### src/rtl/fir_pkg.sv
`default_nettype none
// +----------------------------------------------------------------------+
// | Package   : fir_pkg                                                   |
// | Purpose   : Shared sizing helpers and default coefficient set for     |
// |             the fir_smoother datapath.                                |
// | Revision  : 1.0 - initial parametrised release                        |
// +----------------------------------------------------------------------+
package fir_pkg;

  // Ceiling log2, usable in constant (elaboration-time) expressions.
  function automatic int clog2(input int value);
    int r = 0;
    int v = value - 1;
    while (v > 0) begin
      r++;
      v = v >> 1;
    end
    return r;
  endfunction

  // Accumulator width that holds the full sum of TAPS products without loss.
  function automatic int acc_width(input int width, input int coef_w, input int taps);
    return width + coef_w + clog2(taps);
  endfunction

  // Legacy [1,2,1] smoothing kernel, coef[0] in the LSBs.
  localparam logic [11:0] DEFAULT_COEF_INIT = {4'd1, 4'd2, 4'd1};

endpackage
`default_nettype wire

### src/rtl/fir_delay_line.sv
`default_nettype none
// +----------------------------------------------------------------------+
// | Module    : fir_delay_line                                            |
// | Purpose   : Enable-shift sample history; taps[0] is the most recent   |
// |             stored sample, taps[DEPTH-1] the oldest.                  |
// | Revision  : 1.0 - initial parametrised release                        |
// +----------------------------------------------------------------------+
module fir_delay_line #(
  parameter int WIDTH = 8,
  parameter int DEPTH = 2
) (
  input  logic                        CLK,
  input  logic                        RST_N,
  input  logic                        clear,
  input  logic                        shift,
  input  logic [WIDTH-1:0]            d,
  output logic [DEPTH-1:0][WIDTH-1:0] taps
);

  logic [DEPTH-1:0][WIDTH-1:0] r_taps;

  // History advances only on accepted samples; clear wins over shift.
  always_ff @(posedge CLK or negedge RST_N) begin
    if (!RST_N) begin
      r_taps <= '0;
    end else if (clear) begin
      r_taps <= '0;
    end else if (shift) begin
      r_taps[0] <= d;
      for (int i = 1; i < DEPTH; i++) begin
        r_taps[i] <= r_taps[i-1];
      end
    end
  end

  assign taps = r_taps;

endmodule
`default_nettype wire

### src/rtl/fir_smoother.sv
`default_nettype none
// +----------------------------------------------------------------------+
// | Module    : fir_smoother                                              |
// | Purpose   : Two-stage pipelined unsigned FIR smoother with loadable   |
// |             coefficients, optional rounding and output saturation.    |
// | Revision  : 1.0 - initial parametrised release                        |
// +----------------------------------------------------------------------+
module fir_smoother
  import fir_pkg::*;
#(
  parameter int                      WIDTH     = 8,
  parameter int                      TAPS      = 3,
  parameter int                      COEF_W    = 4,
  parameter int                      SHIFT     = 2,
  parameter int                      ROUND     = 0,
  parameter logic [TAPS*COEF_W-1:0]  COEF_INIT = DEFAULT_COEF_INIT
) (
  input  logic              CLK,
  input  logic              RST_N,
  input  logic              clear,
  input  logic              in_valid,
  input  logic [WIDTH-1:0]  a,
  input  logic              coef_load,
  input  logic [COEF_W-1:0] coef_in,
  output logic              out_valid,
  output logic [WIDTH-1:0]  out
);

  localparam int ACC_W = acc_width(WIDTH, COEF_W, TAPS);
  // One guard bit so the rounding constant can never wrap a full-scale sum.
  localparam int SUM_W = ACC_W + 1;
  localparam int DEPTH = TAPS - 1;
  localparam logic [SUM_W-1:0] C_RND =
      (ROUND != 0 && SHIFT > 0) ? (SUM_W'(1) << ((SHIFT > 0) ? SHIFT - 1 : 0)) : '0;
  localparam logic [SUM_W-1:0] C_MAX = {{(SUM_W-WIDTH){1'b0}}, {WIDTH{1'b1}}};

  logic [TAPS-1:0][COEF_W-1:0] r_coef;
  logic [DEPTH-1:0][WIDTH-1:0] w_taps;
  logic [TAPS-1:0][WIDTH-1:0]  w_x;
  logic [TAPS-1:0][ACC_W-1:0]  r_prod;
  logic                        r_v1;
  logic                        w_accept;
  logic [SUM_W-1:0]            w_acc;
  logic [SUM_W-1:0]            w_shr;

  // A sample presented together with clear is discarded outright.
  assign w_accept = in_valid & ~clear;

  fir_delay_line #(
    .WIDTH (WIDTH),
    .DEPTH (DEPTH)
  ) u_delay_line (
    .CLK   (CLK),
    .RST_N (RST_N),
    .clear (clear),
    .shift (w_accept),
    .d     (a),
    .taps  (w_taps)
  );

  // x[n] comes straight from the input; older samples from the delay line.
  assign w_x[0] = a;
  generate
    for (genvar k = 1; k < TAPS; k++) begin : g_x
      assign w_x[k] = w_taps[k-1];
    end
  endgenerate

  // Coefficient shift register: new value enters at the top, coef[0] drops out.
  always_ff @(posedge CLK or negedge RST_N) begin
    if (!RST_N) begin
      r_coef <= COEF_INIT;
    end else if (coef_load) begin
      r_coef <= {coef_in, r_coef[TAPS-1:1]};
    end
  end

  // Stage 1: register per-tap products using the coefficients of this cycle.
  always_ff @(posedge CLK or negedge RST_N) begin
    if (!RST_N) begin
      r_prod <= '0;
      r_v1   <= 1'b0;
    end else begin
      r_v1 <= w_accept;
      if (w_accept) begin
        for (int k = 0; k < TAPS; k++) begin
          r_prod[k] <= ACC_W'(r_coef[k]) * ACC_W'(w_x[k]);
        end
      end
    end
  end

  // Sum of products plus the optional half-LSB rounding offset.
  always_comb begin
    w_acc = C_RND;
    for (int k = 0; k < TAPS; k++) begin
      w_acc = w_acc + SUM_W'(r_prod[k]);
    end
  end

  assign w_shr = w_acc >> SHIFT;

  // Stage 2: saturate into the output register; clear kills the stage-1 sample.
  always_ff @(posedge CLK or negedge RST_N) begin
    if (!RST_N) begin
      out       <= '0;
      out_valid <= 1'b0;
    end else begin
      out_valid <= r_v1 & ~clear;
      if (r_v1 && !clear) begin
        out <= (w_shr > C_MAX) ? {WIDTH{1'b1}} : w_shr[WIDTH-1:0];
      end
    end
  end

endmodule
`default_nettype wire

### config.mk
export PLATFORM = sky130hd
export DESIGN_NAME = fir_smoother
export DESIGN_NICKNAME = d
export VERILOG_FILES = /design/src/rtl/fir_pkg.sv /design/src/rtl/fir_delay_line.sv /design/src/rtl/fir_smoother.sv
export SDC_FILE = /design/constraint.sdc
export NUM_CORES = 1
export LEC_CHECK = 0
export ABC_CLOCK_PERIOD_IN_PS = 5950
export BUFFER_PORTS_ARGS = -buffer_cell sky130_fd_sc_hd__buf_2
export CORE_MARGIN = 8
export CORE_UTILIZATION = 50
export CTS_BUF_LIST = sky130_fd_sc_hd__clkbuf_4 sky130_fd_sc_hd__clkbuf_8 sky130_fd_sc_hd__clkbuf_16
export DETAILED_ROUTE_END_ITERATION = 8
export GPL_TIMING_DRIVEN = 1
export HOLD_SLACK_MARGIN = 0.03
export PLACE_DENSITY = 0.77
export SKIP_LAST_GASP = 1
export SYNTH_ARGS = -nofsm -noshare
export SYNTH_HDL_FRONTEND = slang
export SYNTH_SLANG_ARGS = --single-unit
### constraint.sdc
create_clock -name CLK -period 5.95 [get_ports CLK]
set_clock_uncertainty 0.15 [all_clocks]
set_input_delay 0.2975 -clock CLK [delete_from_list [all_inputs] [get_ports CLK]]
set_output_delay 0.2975 -clock CLK [all_outputs]
set_load 0.02 [all_outputs]
======== After elaboration in Yosys (flattened, before gate mapping) ========
Index checks and enable logic that the tools add are counted.
storage, ports and cells
  bits in registers ....................... 74
  logic and storage cells ................. 26
operators by class
  add/subtract/negate cells ............... 2
  multipliers ............................. 3
  magnitude comparators ................... 1
  multiplexer cells ....................... 3
  bitwise gates (word level) .............. 3
  reductions and logical operators ........ 3
operators with widths
  operator                                                               count
  4-bit by 8-bit multiplier with 12-bit output                           3
  16-bit 2-to-1 mux                                                      2
  13-bit by 12-bit adder with 14-bit output                              1
  12-bit by 12-bit adder with 13-bit output                              1
  12-bit by 8-bit > comparator with 1-bit output, second input constant  1
  8-bit 2-to-1 mux                                                       1
  1-bit bitwise AND                                                      2
  2-bit nonzero test                                                     1
  1-bit logical AND                                                      1
  1-bit logical NOT                                                      1
  1-bit inverter                                                         1

======== Longest topological paths before layout ========
Gate-level depths: netlist of the first run.
  depth in word-level cells ............... 4
  depth in mapped cells ................... 14

======== Modules after synthesis ========
From an unflattened synthesis of the first run, not the netlist that was laid out.
unflattened totals
  cells, all modules ...................... 659
  area total of the unflattened synthesis .. 6218.5 um^2
by module, submodules not included
  module          instances  cells each  area each (um^2)  seq. area each (um^2)
  fir_smoother    1          607         5557.8            1455.1
  fir_delay_line  1          52          660.6             400.4

======== Worst setup path after synthesis of the first run ========
OpenSTA, ideal clock, no wires.
  path type ............................... reg2reg
  start ................................... reg r_coef[5] in the netlist's numbering
  end ..................................... reg r_prod[24] in the netlist's numbering
  arrival time ............................ 3.580 ns
  slack ................................... 2.124 ns
  stages on the path, launching flop included .. 14
  path buffers ............................ 1
  period minus slack after synthesis ...... 3.826 ns
  cells stage by stage .................... dfstp_2 > clkbuf_1 > nand2_1 > fa_1 > fa_1 > inv_1 > fa_1 > a21o_1 > a21oi_1 > nor2b_1 > o21a_1 > o311a_1 > o21a_1 > o31ai_1
on the way
  word-level cells in the longest chain between the ends .. 1
RTL lines
  item                                          RTL line            RTL
  start, declared                               fir_smoother.sv:37  logic [TAPS-1:0][COEF_W-1:0] r_coef;
  start signal, assigned                        fir_smoother.sv:74  r_coef <= {coef_in, r_coef[TAPS-1:1]};
  4-bit by 8-bit multiplier with 12-bit output  fir_smoother.sv:87  r_prod[k] <= ACC_W'(r_coef[k]) * ACC_W'(w_x[k]);
  end signal, assigned by index                 fir_smoother.sv:87
  end, declared                                 fir_smoother.sv:40  logic [TAPS-1:0][ACC_W-1:0] r_prod;
No other way between the ends.
A chain may end at the register's enable or synchronous reset.

======== Final worst setup path of the first run ========
  start ................................... reg r_coef[11] in the netlist's numbering
  end ..................................... reg r_prod[38] in the netlist's numbering
Same word-level chain as after synthesis.

==> results of run 1 <==
[sequential cells by signal (all words and copies together) (netlist names)]
register           cells
r_prod                36
out_valid              1
u_delay_line.taps     16
out                    8
r_coef                12
r_v1                   1
[layer usage]
metal  vias to the layer above  GRT usage, %  wire [µm]
met5                         -             0          0
met4                         0         5.248        244
met3                        18         3.577        826
met2                       104         28.35       6335
met1                      2216         21.30       5713
li1                       2189             -          -
[stage by stage]
step | setup slack (ps) | power [mW] | instance area (µm²) | utilization [%]
floorplan | 2124 | 1.422 | 6175 | -
global placement | 2182 | 1.597 | 6392 | 53.22
detailed placement | 2113 | 1.643 | 6392 | 53.22
CTS | 2077 | 2.250 | 6721 | 55.96
global route | 1815 | 2.389 | 6721 | 55.96
finish | 2068 | 2.233 | 6721 | 55.96
[cells by family (layout without fill, tap and decap cells)]
| kind of cell | after synthesis | in the layout | share of synthesized area, % |
|---|---|---|---|
| and+or+nand+nor | 231 | 231 | 17.49 |
| xor gates and xnor gates | 19 | 19 | 2.695 |
| adders and majority gates | 107 | 107 | 27.52 |
| buffers and inverters | 82 | 100 | 5.228 |
| muxes | 31 | 31 | 5.268 |
| DFF | 74 | 74 | 30.05 |
| AOI/OAI and AO/OA | 103 | 103 | 11.75 |
[final cells by class]
cell class / count / share of cell area (%)
multi-input combinational: 491 / 59.49
inverter: 57 / 3.183
sequential: 74 / 27.61
timing repair buffer: 27 / 2.085
clock buffer: 10 / 3.555
tap: 147 / 2.736
clock inverter: 6 / 1.340
[report_power, final]
group | total (mW) | internal [mW] | leakage [nW] | switching, mW
combinational | 0.936 | 0.392 | 2.44 | 0.543
sequential | 0.703 | 0.601 | 0.941 | 0.102
clock | 0.595 | 0.379 | 0.159 | 0.216
[Yosys cell counts (all sizes together) (10+ instances only)]
| library cell | number |
|---|---|
| dfrtp | 71 |
| fa | 48 |
| o21ai | 23 |
| and2 | 36 |
| ha | 59 |
| o31ai | 10 |
| o21a | 12 |
| inv | 57 |
| a21oi | 24 |
| clkbuf | 20 |
| xor2 | 10 |
| nand2 | 109 |
| nor3 | 11 |
| a21o | 11 |
| nor2 | 38 |
| mux2 | 12 |
| mux2i | 19 |
[worst max-delay path: stages, from the launching register on]
cell     delay (ps)
dfrtp_1         490
nand2_1         130
fa_1            520
fa_1            560
inv_1            70
fa_1            450
a21o_1          200
a21oi_1         210
nor2b_1          90
o21a_1          200
o311a_1         310
o21a_1          180
o31ai_1         220
[worst max path at each step]
stage | start | endpoint | slack, ps | depth (start not counted)
5_1_grt | r_coef[3]$_DFFE_PN0P_ | r_prod[10]$_DFFE_PN0P_ | 1810 | 12
2_1_floorplan | r_coef[5]$_DFFE_PN1P_ | r_prod[24]$_DFFE_PN0P_ | 2120 | 13
3_5_place_dp | r_coef[3]$_DFFE_PN0P_ | r_prod[10]$_DFFE_PN0P_ | 2110 | 12
4_1_cts | r_coef[3]$_DFFE_PN0P_ | r_prod[10]$_DFFE_PN0P_ | 2080 | 12
6_report | r_coef[11]$_DFFE_PN0P_ | r_prod[38]$_DFFE_PN0P_ | 2070 | 12
3_3_place_gp | r_coef[5]$_DFFE_PN1P_ | r_prod[24]$_DFFE_PN0P_ | 2180 | 12
==> out/qor.csv, run 1 <==
stage;metric;value;unit
critical_path;path_class;register to register;
clocking;root_buffer;clkbuf_16;
sta;drv_slew;0;
clocking;cts_buffer_depth;2;
critical_path;r2r-start;r_coef[11]$_DFFE_PN0P_;
clocking;htree_levels;3;
global_routing;grt-ovfl-total;0;
die;fp.dieH;127.1;µm
logic_synthesis;ys_ff_latch;74;
die;initial_utilization;51.41;%
routing;vias;4527;
global_routing;antenna_found_initial;0;
power;ir_drop;0.0001934;V
die;coreArea;12010;µm²
clocking;tritoncts;done;
critical_path;worstPathMaxFanout;10;
status;outcome;finished clean;
power;p_per_area;332.3;nW/µm²
sta;relSlewSlack;37.14;%
sta;hold_viol;0;
critical_path;rrSetupSlack;2070;ps
sta;whs;4.270;ps
place;io_buffers;25;
place;dp_hpwl;10140;µm
routing;first_iter_violations;336;
global_routing;grt_max_degree;75;
place;gp_congestion;0.8424;
logic_synthesis;synth_top_cell_by_area;dfrtp_1;
final_layout;multi_input_area;3999;µm²
sta;tightestPinTransition;942.9;ps
clocking;path_clk_slew;60;ps
die;ios;26;
logic_synthesis;syn_area;6175;µm²
critical_path;crit_arrival;3970;ps
final_layout;final_cells;812;
final_layout;layout.nets;784;
routing;drt_first_pass_iters;5;
final_layout;layout_common_cells;109 x nand2_1, 71 x dfrtp_1, 59 x ha_1, 57 x inv_1, 48 x fa_1;
die;die_x;127.1;µm
final_layout;mostFrequentLayoutCell;nand2_1;
final_layout;fillerInstances;1028;
power;leakagePower;3.536;nW
global_routing;grt_pass1_vias;4603;
critical_path;cp_data_required_time;6040;ps
run;cap_violations;0;
sta;post-route-period-util;65.24;%
sta;fin_crit;3882;ps
logic_synthesis;syn_inst;647;
critical_path;r2r_cells;12;
clocking;numCtsBuffers;9;
sta;max_freq;0.2576;GHz
critical_path;end_kind;register;
clocking;cts_resized;0;
routing;drc;0;
logic_synthesis;yosys.area.top_type_share;28.77;%
sta;rsz0062_at_grt;false;
sta;finalSetupViolCount;0;
critical_path;start_kind;register;
final_layout;antenna_cells;0;
logic_synthesis;ys_types;45;
logic_synthesis;synth_edf_count;0;
sta;setup-tns-final;0;ps
clocking;hold_buffers;0;
clocking;insertion_delay;340;ps
clocking;cts.sinks;74;
logic_synthesis;yosysWarnings;0;
logic_synthesis;ys_seq_area_share;30.05;%
routing;ant_nets;0;
global_routing;grt_first_pass_wirelength;22090;µm
logic_synthesis;synth_flop_cell;dfrtp_1;
clocking;cts_setup_buffers;0;
logic_synthesis;synthArstFlopShare;100.0;%
routing;wirelength;13120;µm
final_layout;layout-drive-gt1-share;11.28;%
final_layout;area_growth;8.855;%
critical_path;r2r-end;r_prod[38]$_DFFE_PN0P_;
logic_synthesis;syn_nets;771;
global_routing;gr-usage-all-layers;16.87;%
die;num_rows;40;
logic_synthesis;synth.area.top_cells;dfrtp_1 29%, fa_1 16%, ha_1 12%, nand2_1 6.6%, and2_1 3.6%;
place;dp.cells;796;
logic_synthesis;synth_area_per_cell;9.544;µm²
hold_path;hold_class;input pin to async pin;
final_layout;seqCellArea;1856;µm²
routing;wl_per_cell;16.16;µm
routing;routed_via_density;5.575;
die;die_area;16160;µm²
(Power assumes the default switching activity.)
==> run 2: changes to the inputs <==
Settings changed: ABC_CLOCK_PERIOD_IN_PS 5950 to 3850.
Clock period 5.95 ns to 3.85 ns, I/O delays scaled along.
==> run 2 against run 1 <==
Compared with the run above: largest cell class unchanged; sequential share of layout area is 0.50 points lower; via count is 1.1% higher; clock-buffer cell count up 2; clock power up 45%; final cell count increased by 2.1%.
==> out/qor.csv, run 2 (synthesis results as in run 1) <==
stage;metric;value;unit
status;outcome;finished clean;
sta;setup_slack;145.0;ps
critical_path;r2r_cells;12;
routing;routed_via_density;5.519;
final_layout;fillerInstances;1034;
sta;tightestPinTransition;531.9;ps
critical_path;path_cells;nand2_1 -> fa_1 -> fa_1 -> inv_1 -> ha_1 -> a21o_1 -> a21oi_1 -> o21ai_1 -> o211a_1 -> o41ai_1 -> mux2i_1 -> nand3_1;
critical_path;end_kind;register;
critical_path;worstPathMaxFanout;3;
place;io_buffers;25;
final_layout;mostFrequentLayoutCell;nand2_1;
global_routing;grt_max_degree;43;
global_routing;gr-usage-all-layers;17.05;%
sta;whs;47.50;ps
routing;drc;0;
routing;first_iter_violations;237;
sta;relSlewSlack;64.50;%
die;num_rows;40;
routing;drt_first_pass_iters;4;
critical_path;crit_end;r_prod[25]$_DFFE_PN0P_;
clocking;cts_setup_buffers;0;
routing;wl_per_cell;15.91;µm
power;p_per_area;494.8;nW/µm²
critical_path;start_kind;register;
die;die_x;127.1;µm
critical_path;critPathBufInv;1;
routing;wirelength;13190;µm
power;total_power;3.389;mW
sta;finalSetupViolCount;0;
sta;max_freq;0.2699;GHz
sta;post-route-period-util;96.23;%
global_routing;grt_pass1_vias;4625;
place;place_area;6475;µm²
critical_path;rrSetupSlack;150;ps
final_layout;antenna_cells;0;
sta;hold_viol;0;
final_layout;final_cells;829;
critical_path;cp_slowest_stage_delay;560;ps
final_layout;fin_util;57.03;%
run;cap_violations;0;
routing;ant_nets;0;
final_layout;layout.nets;801;
clocking;root_buffer;clkbuf_16;
die;die_area;16160;µm²
final_layout;final_area;6850;µm²
clocking;numCtsBuffers;9;
clocking;tritoncts;done;
power;leakagePower;3.605;nW
die;initial_utilization;51.41;%
clocking;path_clk_slew;60;ps
final_layout;layout_common_cells;109 x nand2_1, 70 x dfrtp_1, 59 x ha_1, 57 x inv_1, 48 x fa_1;
critical_path;critPathSlowestCell;fa_1;
critical_path;crit_family;adder cells;
place;dp.cells;807;
global_routing;grt-ovfl-total;0;
place;gp_congestion;0.8729;
sta;fin_crit;3705;ps
critical_path;path_common_cell;fa_1;
power;ir_drop;0.0003651;V
final_layout;top_register;r_prod;
final_layout;layout-drive-gt1-share;12.90;%
clocking;cts.sinks;74;
sta;setup-tns-final;0;ps
critical_path;path_class;register to register;
final_layout;largest_reg_flops;36;
hold_path;hold_class;input pin to register;
die;ios;26;
place;dp_hpwl;10650;µm
clocking;cts_buffer_depth;2;
critical_path;worstSetupPathDepth;12;
critical_path;crit_arrival;3770;ps
clocking;insertion_delay;330;ps
critical_path;critical_path.startpoint;r_coef[5]$_DFFE_PN1P_;
clocking;htree_levels;3;
sta;drv_slew;0;
sta;rsz0062_at_grt;false;
final_layout;area_growth;10.94;%
global_routing;grt_first_pass_wirelength;22220;µm
global_routing;antenna_found_initial;0;
critical_path;r2r-end;r_prod[25]$_DFFE_PN0P_;
critical_path;r2r-start;r_coef[5]$_DFFE_PN1P_;
place;post-place-ws;107.3;ps
critical_path;cp_data_required_time;3920;ps
routing;vias;4575;
die;fp.dieH;127.1;µm
die;coreArea;12010;µm²
[run 2: worst min path at each step]
stage	to	depth (start not counted)	slack [ps]	start
2_1_floorplan	out[0]$_DFFE_PN0P_	0	-250	RST_N
3_3_place_gp	out[7]$_DFFE_PN0P_	1	10	RST_N
3_5_place_dp	out[7]$_DFFE_PN0P_	1	20	RST_N
4_1_cts	u_delay_line.taps[5]$_DFFE_PN0P_	3	40	a[5]
5_1_grt	r_prod[0]$_DFFE_PN0P_	3	60	a[0]
6_report	u_delay_line.taps[5]$_DFFE_PN0P_	3	50	a[5]
[run 2: where the power goes]
group | internal [mW] | switching (mW)
clock network | 0.543 | 0.317
registers | 0.929 | 0.130
logic | 0.622 | 0.848
[run 2: worst min-delay path: stages]
cell	delay, ps
buf_2	130
mux2i_1	90
nor2_1	80
[run 2: cell type report]
type | instances | area (µm²) | area share [%]
tap | 147 | 183.9 | 2.685
inverter | 57 | 214.0 | 3.123
sequential | 74 | 1857 | 27.11
timing repair buffer | 44 | 282.8 | 4.128
multi-input combinational | 491 | 4003 | 58.43
clock inverter | 4 | 50.05 | 0.7306
clock buffer | 12 | 260.3 | 3.799
[run 2: repair_timing]
| item | 4_1_cts | 5_1_grt |
|---|---|---|
| resized for setup | 0 | 2 |
| endpoints found under the setup margin | 0 | 2 |
| hold buffers | 6 | 0 |
| endpoints found under the hold margin | 24 | 0 |
[run 2: layer usage]
layer	global-route usage (%)	vias up	part of all wire (%)
met4	3.499	0	1.3
li1	-	2214	-
met3	4.992	14	5.5
met1	21.55	2267	45
met2	28.38	80	48
met5	0	-	0
==> run 3: changes to the inputs <==
Settings changed: CORE_UTILIZATION 50 to 40, PLACE_DENSITY 0.77 to 0.66.
==> run 3 against run 2 <==
Compared with the run above: die area grew 22%; combinational power barely moved; clock-buffer cell count decreased by 1; utilization fell by 11 points; sequential share of layout area shrank 0.29 points; clock power shrank 0.5%; critical path type unchanged; worst setup slack better by 24 ps; power rose by 0.36%; flip-flop and latch count did not move; final cell count increased by 4.9%; largest cell class unchanged.
==> out/qor.csv, run 3 (synthesis results as in run 1) <==
stage;metric;value;unit
routing;routed_via_density;5.198;
critical_path;crit_arrival;3770;ps
clocking;insertion_delay;330;ps
die;initial_utilization;40.77;%
die;fp.dieH;140.2;µm
critical_path;r2r-end;r_prod[24]$_DFFE_PN0P_;
place;io_buffers;25;
critical_path;path_class;register to register;
run;cap_violations;0;
sta;post-route-period-util;95.62;%
routing;wirelength;13230;µm
sta;fin_crit;3681;ps
die;die_x;140.2;µm
global_routing;grt-ovfl-total;0;
global_routing;gr-usage-all-layers;13.99;%
clocking;path_clk_slew;60;ps
final_layout;layout.nets;801;
place;dp.cells;848;
sta;tightestPinTransition;944.4;ps
die;coreArea;15150;µm²
critical_path;start_kind;register;
die;die_area;19670;µm²
sta;relSlewSlack;37.04;%
final_layout;antenna_cells;0;
status;outcome;finished clean;
hold_path;hold_class;input pin to register;
critical_path;rrSetupSlack;170;ps
global_routing;grt_use_met2;22.93;%
global_routing;grt_util_met1;18.09;%
final_layout;fin_util;45.69;%
die;ios;26;
final_layout;final_cells;870;
critical_path;end_kind;register;
sta;rsz0062_at_grt;false;
clocking;numCtsBuffers;9;
routing;ant_nets;0;
hold_path;holdPathStages;3;
clocking;cts_buffer_depth;2;
routing;drt_first_pass_iters;5;
sta;max_freq;0.2716;GHz
sta;setup-tns-final;0;ps
critical_path;worstPathMaxFanout;2;
sta;finalSetupViolCount;0;
power;ir_drop;0.0002200;V
final_layout;mostFrequentLayoutCell;nand2_1;
global_routing;grt_first_pass_wirelength;22470;µm
critical_path;cp_data_required_time;3940;ps
final_layout;largest_reg_flops;36;
final_layout;layout-drive-gt1-share;13.20;%
power;p_per_area;491.5;nW/µm²
global_routing;grt.busiest_layer;met2;
power;leakagePower;3.625;nW
sta;whs;43.31;ps
routing;drc;0;
place;gp_congestion;0.8063;
clocking;htree_levels;3;
global_routing;grt_max_degree;75;
hold_path;hold_start;a[0];
global_routing;antenna_found_initial;0;
hold_path;min_to;r_prod[0]$_DFFE_PN0P_;
clocking;cts.sinks;74;
sta;drv_slew;0;
clocking;root_buffer;clkbuf_16;
routing;first_iter_violations;297;
final_layout;area_growth;12.08;%
global_routing;grt_pass1_vias;4688;
routing;wl_per_cell;15.20;µm
global_routing;met3_usage;4.043;%
final_layout;top_register;r_prod;
place;dp_hpwl;10490;µm
critical_path;r2r-start;r_coef[5]$_DFFE_PN1P_;
routing;vias;4522;
critical_path;r2r_cells;12;
final_layout;layout_common_cells;109 x nand2_1, 71 x dfrtp_1, 59 x ha_1, 57 x inv_1, 48 x fa_1;
clocking;tritoncts;done;
sta;hold_viol;0;
die;num_rows;45;
run 3: changes by cell type in the layout (fill, tap and decap cells not counted), sizes merged:
cell and change:
inv +1, clkbuf -1
run 3: layout make-up:
| class | instances | area [µm²] |
|---|---|---|
| clock inverters | 5 | 62.56 |
| inverters | 57 | 214.0 |
| fillers | 1425 | 8225 |
| repair buffers | 44 | 285.3 |
| multi-input cells | 491 | 4021 |
| well taps | 188 | 235.2 |
| clock buffers | 11 | 246.5 |
| flip-flops and latches | 74 | 1856 |
run 3: per-layer routing:
metal  vias up  share of wire, %
met1      2200                46
met2       105                47
met4         0              0.65
met3        11               6.2
li1       2206                 -
met5         -                 0
run 3: through the flow:
| step | area [µm²] | total power, mW | setup WS, ps |
|---|---|---|---|
| after global routing | 6920 | 3.663 | 25.03 |
| after global placement | 6529 | 2.496 | 172.3 |
| after floorplan | 6175 | 2.198 | 24.46 |
| after detailed placement | 6529 | 2.551 | 119.4 |
| after CTS | 6898 | 3.431 | 109.5 |
| final | 6920 | 3.402 | 168.7 |
run 3: critical path: stages (launching register included):
cell and delay, ps:
dfstp_2 530, nand2_1 60, fa_1 460, fa_1 550, inv_1 70, fa_1 450
a21o_1 200, a21oi_2 170, nor2b_1 70, o21a_1 180, o311a_1 300, o21a_1 170
o31ai_1 210
run 3: worst max path at each step:
| stage | from | endpoint | slack [ps] | depth (start not counted) |
|---|---|---|---|---|
| 2_1_floorplan | r_coef[5]$_DFFE_PN1P_ | r_prod[24]$_DFFE_PN0P_ | 20 | 13 |
| 3_3_place_gp | r_coef[5]$_DFFE_PN1P_ | r_prod[24]$_DFFE_PN0P_ | 170 | 12 |
| 3_5_place_dp | r_coef[5]$_DFFE_PN1P_ | r_prod[24]$_DFFE_PN0P_ | 120 | 12 |
| 4_1_cts | r_coef[5]$_DFFE_PN1P_ | r_prod[24]$_DFFE_PN0P_ | 110 | 12 |
| 5_1_grt | r_coef[3]$_DFFE_PN0P_ | r_prod[10]$_DFFE_PN0P_ | 30 | 12 |
| 6_report | r_coef[5]$_DFFE_PN1P_ | r_prod[24]$_DFFE_PN0P_ | 170 | 12 |
run 3: repair_timing:
action,4_1_cts,5_1_grt
hold endpoints to repair,76,0
hold buffers,6,0
resized for setup,0,4
setup buffers,0,0
setup endpoints to repair,0,4
run 3: power breakdown:
group          internal [mW]  switching [mW]  total [mW]
clock network          0.530           0.326       0.856
registers              0.929           0.126        1.05
logic                  0.624           0.867        1.49
total                   2.08            1.32        3.40
